===== src/rtl/instr_fe.sv =====
// instr_fe: instruction fetch front end.
// Issues one read at a time to instruction memory and presents fetched words
// to decode. It includes a one-entry skid buffer to absorb a response that
// returns while decode is stalled. Redirects and flushes are handled here.
// A response to an abandoned request is drained in the DISCARD state.
//
// Ports
//   clk, rstn          clock, synchronous active-low reset
//   instr_req          memory read request (registered)
//   instr_addr         word address of the request (registered, [1:0] = 0)
//   instr_ack          memory response valid
//   instr_data         memory read data, valid with instr_ack
//   instr, pc          fetched instruction and its address (registered)
//   clk_en             instr/pc valid for decode (registered)
//   stall              decode stall, freezes instr/pc/clk_en
//   flush              drop the current output and the skid entry
//   change_pc, new_pc  redirect request and target
module instr_fe #(
  parameter logic [31:0] PC_RESET = 32'h0000_0000
) (
  input  logic        clk,
  input  logic        rstn,
  output logic        instr_req,
  output logic [31:0] instr_addr,
  input  logic        instr_ack,
  input  logic [31:0] instr_data,
  output logic [31:0] instr,
  output logic [31:0] pc,
  output logic        clk_en,
  input  logic        stall,
  input  logic        flush,
  input  logic        change_pc,
  input  logic [31:0] new_pc
);

  localparam int unsigned XLEN = 32;
  localparam logic [XLEN-1:0] NOP         = XLEN'(32'h0000_0013);
  localparam logic [XLEN-1:0] PC_STEP     = XLEN'(4);
  localparam logic [XLEN-1:0] ALIGN_MASK  = ~XLEN'(3);
  localparam logic [XLEN-1:0] RESET_FETCH = PC_RESET & ALIGN_MASK;

  typedef enum logic [1:0] {
    IDLE    = 2'd0,
    FETCH   = 2'd1,
    DISCARD = 2'd2
  } state_t;

  state_t          state_q, state_d;
  logic [XLEN-1:0] fetch_pc_q, fetch_pc_d;
  logic [XLEN-1:0] skid_instr_q, skid_instr_d;
  logic [XLEN-1:0] skid_pc_q, skid_pc_d;
  logic            skid_valid_q, skid_valid_d;
  logic [XLEN-1:0] instr_d, pc_d, instr_addr_d;
  logic            clk_en_d, instr_req_d;
  logic            ack_v;
  logic [XLEN-1:0] redirect_pc;

  // Next-state and next-output logic.
  always_comb begin
    state_d      = state_q;
    fetch_pc_d   = fetch_pc_q;
    skid_instr_d = skid_instr_q;
    skid_pc_d    = skid_pc_q;
    skid_valid_d = skid_valid_q;
    instr_d      = instr;
    pc_d         = pc;
    clk_en_d     = clk_en;
    instr_req_d  = 1'b0;
    instr_addr_d = instr_addr;

    // An ack counts only against a request we actually have outstanding.
    ack_v       = instr_req & instr_ack;
    redirect_pc = new_pc & ALIGN_MASK;

    case (state_q)
      IDLE: begin
        state_d = FETCH;
        if (change_pc) fetch_pc_d = redirect_pc;
      end

      FETCH: begin
        if (change_pc) begin
          fetch_pc_d   = redirect_pc;
          skid_valid_d = 1'b0;
          clk_en_d     = 1'b0;
          // A request still in flight must be drained before refetching.
          if (instr_req && !instr_ack) state_d = DISCARD;
        end else if (flush) begin
          // Any returning data is dropped; fetch_pc stays, so it is refetched.
          clk_en_d     = 1'b0;
          skid_valid_d = 1'b0;
        end else if (stall) begin
          if (ack_v) begin
            skid_instr_d = instr_data;
            skid_pc_d    = fetch_pc_q;
            skid_valid_d = 1'b1;
            fetch_pc_d   = fetch_pc_q + PC_STEP;
          end
        end else if (skid_valid_q) begin
          instr_d      = skid_instr_q;
          pc_d         = skid_pc_q;
          clk_en_d     = 1'b1;
          skid_valid_d = 1'b0;
        end else if (ack_v) begin
          instr_d    = instr_data;
          pc_d       = fetch_pc_q;
          clk_en_d   = 1'b1;
          fetch_pc_d = fetch_pc_q + PC_STEP;
        end else begin
          clk_en_d = 1'b0;
        end
      end

      DISCARD: begin
        clk_en_d     = 1'b0;
        skid_valid_d = 1'b0;
        if (change_pc) fetch_pc_d = redirect_pc;
        if (ack_v) state_d = FETCH;
      end

      default: state_d = IDLE;
    endcase

    // Request for the coming cycle; DISCARD keeps the abandoned address.
    instr_req_d = ((state_d == FETCH) && !skid_valid_d) || (state_d == DISCARD);
    if (state_d != DISCARD) instr_addr_d = fetch_pc_d;
  end

  // State and output registers.
  always_ff @(posedge clk) begin
    if (!rstn) begin
      state_q      <= IDLE;
      fetch_pc_q   <= RESET_FETCH;
      skid_instr_q <= NOP;
      skid_pc_q    <= RESET_FETCH;
      skid_valid_q <= 1'b0;
      instr        <= NOP;
      pc           <= PC_RESET;
      clk_en       <= 1'b0;
      instr_req    <= 1'b0;
      instr_addr   <= RESET_FETCH;
    end else begin
      state_q      <= state_d;
      fetch_pc_q   <= fetch_pc_d;
      skid_instr_q <= skid_instr_d;
      skid_pc_q    <= skid_pc_d;
      skid_valid_q <= skid_valid_d;
      instr        <= instr_d;
      pc           <= pc_d;
      clk_en       <= clk_en_d;
      instr_req    <= instr_req_d;
      instr_addr   <= instr_addr_d;
    end
  end

endmodule


===== config.mk =====
export PLATFORM = sky130hd
export DESIGN_NAME = instr_fe
export DESIGN_NICKNAME = d
export VERILOG_FILES = /design/src/rtl/instr_fe.sv
export SDC_FILE = /design/constraint.sdc
export NUM_CORES = 1
export LEC_CHECK = 0
export BUFFER_PORTS_ARGS = -buffer_cell sky130_fd_sc_hd__buf_2
export CORE_MARGIN = 10
export CORE_UTILIZATION = 40
export CTS_CLUSTER_DIAMETER = 40
export CTS_CLUSTER_SIZE = 20
export DETAILED_ROUTE_END_ITERATION = 6
export PLACE_DENSITY = 0.71
export REMOVE_ABC_BUFFERS = 1
export SKIP_LAST_GASP = 1
export SLEW_MARGIN = 20
export SYNTH_ARGS = -nofsm -noshare
export SYNTH_HDL_FRONTEND = slang
export SYNTH_SLANG_ARGS = --single-unit

===== constraint.sdc =====
create_clock -name clk -period 2.53 [get_ports clk]
set_input_delay 0.253 -clock clk [delete_from_list [all_inputs] [get_ports clk]]
set_output_delay 0.253 -clock clk [all_outputs]
set_load 0.005 [all_outputs]

==> out/qor.csv <==
metric,value,unit
nets@finish,1328,
"Hold Vio Cnt, Final",0,
Post-synth EDFFs,0,
reg2reg start,state_q[0],
All-Layer GR Usage,18.8,%
Worst-Margin Slew,824,ps
worst hold start,instr_data[4],
vias in the first global route,7996,
Area Overhead vs Synth,21.9,%
post-synthesis simple-gate area fraction,20.6,%
Worst EP arrival,2620,ps
CP max stage delay,490,ps
met3 Usage GRT,4.96,%
Vias per Instance,5.48,
critical path type,register to register,
Routed Antenna Nets,0,
Post-Synth Adder-Cell Area,0.700,%
PD cells,690,nW/um^2
mapped cell area,8940,sq um
Synth area leader,dfxtp_1,
Die Y,170,um
Final min period,2290,ps
total grt overflow,0,
CP required,2850,ps
met2 Use GR,30.4,%
Leakage,0.00418,uW
synth unique cells,71,
Ports,168,
"Seq/Total Area, Yosys",44.1,%
startpoint type of the worst setup path,register,
setup total negative slack,0,ps
Yosys reg bits,197,
period utilization,90.7,%
Reg-to-Reg End,instr_addr[21],
RSZ-0062 raised after global routing,no,
FF/Latch Area,3950,sq um
Initial Utilization,40.8,%
root buf cell,clkbuf_16,
yosys synthesis warning count,0,
DP HPWL,20100,um
area share of xor/xnor cells in the synthesized design,0,%
first-pass GRT wire length,44000,um
Slew Limit Fails,0,
"Reg clk slew, reported paths",70,ps
CTS tree,done,
Async SR Flop Fraction,0,%
Die Wd,170,um
Setup-failing EPs final,0,
Port Buffers,165,
CTS sink count,197,
GRT met1 Usage,24.5,%
"delay-heaviest family, CP",simple AND/OR/NAND/NOR gates,
worst skew pair latency,430,ps
DRT Wirelength,27800,um
synth top area cells,"dfxtp_1 (44%), nand2_1 (7.6%), mux2i_1 (7.2%), a21oi_1 (5.7%), a211oi_1 (5.3%)",
Most Crowded Layer GR,met2,
Slew headroom,45.1,%
Mapped Cells,1098,
Hold Crit Depth,3,
Core ar.,21900,sq um
Clock Skews,10.5,ps
Hold Crit Class,input pin to register,
largest net degree at the start of global routing,51,
CP max FO,17,
maximum clock path buffer count,2,
H-tree levels,4,
status,"finished, final reports clean",
die area,28700,sq um
Critical Path Slowest Stage Cell,or4_1,
Placer Congestion,0.938,
fillers,2140,
"reg-to-reg slack, setup",240,ps
Main synth FF type,dfxtp_1,
"Cell Chain, Critical Path","inv_1, ha_1, nor2_2, a21oi_1, or4_1, buf_4, and3_1, a32o_1",
1st-iter DRT viols,706,
Hold EP,skid_instr_q[4],
Synth Area in Compound Gates,21.8,%
multi-input logic area,4560,sq um
WHS,42.7,ps
Max VDD drop,0.412,mV
Syn Area/Cell,8.14,sq um
post-synthesis mux area share,7.54,%
share of post-route cells with drive strength above 1,22.5,%
top-area cell type share of the netlist area,44.1,%
Antenna diodes,0,
Post-CTS Setup Bufs,0,
FF-to-FF path depth,8,
fmax,436,MHz
Critical Path End Type,register,
Rows,54,
Num CTS Buffers,17,
initial antenna violation count,1,
DR WL/cell,18.0,um
routed via count,8471,
drc violations,0,
largest family of logic cells by synthesized area,compound AO/OA/AOI/OAI gates,
CP bufs+invs,2,
max-cap violations,0,
drt pass-1 iters,6,
layout make-up:
cell class	instances	area share [%]
timing repair buffer	233	12.8
clock inverter	11	1.15
tap	280	3.22
multi-input combinational	788	41.8
inverter	16	0.574
clock buffer	20	4.19
sequential	197	36.2
power breakdown:
part	switching (uW)	total, uW	internal [uW]
logic	844	1410	566
clock network	1200	2710	1510
registers	133	3400	3260
metal layers:
| layer | routed length, um | vias to the layer above |
|---|---|---|
| met3 | 2170 | 45 |
| li1 | - | 4216 |
| met5 | 13 | - |
| met1 | 12400 | 3912 |
| met4 | 461 | 2 |
| met2 | 12800 | 296 |
through the flow:
| stage | worst slack (ps) | cells | power [uW] | util, % | cell area, sq um |
|---|---|---|---|---|---|
| 2_1_floorplan | -7560 | 1001 | 4210 | - | 8540 |
| 3_3_place_gp | 312 | 1514 | 4840 | 47.1 | 10300 |
| 3_5_place_dp | 283 | 1514 | 4860 | 47.1 | 10300 |
| 4_1_cts | 253 | 1545 | 7580 | 49.8 | 10900 |
| 5_1_grt | 53.9 | 1545 | 7870 | 49.8 | 10900 |
| 6_report | 235 | 1545 | 7520 | 49.8 | 10900 |
worst min-delay path, stage by stage:
cell and delay [ps]:
buf_2 80, nand2_1 40, nand3_1 60
kinds of logic (layout without fill, tap and decap cells):
family | Yosys count | after routing
AOI/OAI and AO/OA | 305 | 305
adders and majority gates | 5 | 5
buffers and inverters | 113 | 280
DFF | 197 | 197
muxes | 67 | 67
and+or+nand+nor | 411 | 411
sequential cells by signal, summed over array words and instances, names as in the netlist:
name / count
fetch_pc_q: 32
instr: 32
instr_addr: 32
pc: 32
skid_instr_q: 32
skid_pc_q: 32
state_q: 2
clk_en: 1
instr_req: 1
skid_valid_q: 1
cell usage in the layout, fill, tap and decap left out, drive strengths merged, types with 6 or more instances in the layout:
| cell | netlist | routed |
|---|---|---|
| a211oi | 63 | 63 |
| inv | 16 | 18 |
| nand2 | 181 | 181 |
| a21oi | 102 | 102 |
| o211ai | 11 | 11 |
| nor3 | 19 | 19 |
| nand4 | 8 | 8 |
| o31ai | 8 | 8 |
| a31oi | 10 | 10 |
| nor2 | 115 | 115 |
| mux2i | 64 | 64 |
| nand3 | 33 | 33 |
| clkbuf | 71 | 20 |
| buf | 26 | 233 |
| o21a | 8 | 8 |
| and3 | 13 | 13 |
| and2 | 6 | 6 |
| and4 | 6 | 6 |
| nor4 | 7 | 7 |
| o21ai | 53 | 53 |
| dfxtp | 197 | 197 |
what timing repair did:
| item | in CTS | in global routing |
|---|---|---|
| hold buffers | 0 | 0 |
| setup endpoints to repair | 0 | 1 |
| gates resized for setup | 0 | 1 |
synth_stat cells (4+ instances only):
master    instances
inv_1            13
o21a_1            8
o31ai_1           8
a211oi_1         63
o21ai_0          33
nand4_1           8
ha_1              5
o211ai_1         11
dfxtp_1         197
nand2_1         181
or3_1             4
nand3_1          31
o22ai_1           5
buf_2            21
or4_1             4
nor3_1           18
a21oi_1         102
nor4_1            6
clkbuf_1         71
nor2_1          114
and3_1           13
o21ai_1          20
and4_1            6
a31oi_1          10
and2_1            6
mux2i_1          64
a21o_1            4
a221oi_1          5
how the worst max path moves through the flow:
| stage | slack (ps) | startpoint | cells past startpoint | endpoint |
|---|---|---|---|---|
| after floorplan | -7560 | skid_valid_q | 6 | pc[19] |
| after global routing | 50 | state_q[0] | 7 | instr_addr[28] |
| after global placement | 310 | state_q[0] | 8 | instr_addr[21] |
| after CTS | 250 | state_q[0] | 8 | instr_addr[21] |
| after detailed placement | 280 | state_q[0] | 8 | instr_addr[21] |
| final | 240 | state_q[0] | 8 | instr_addr[21] |
No activity file was read; power rests on OpenSTA's default activity.
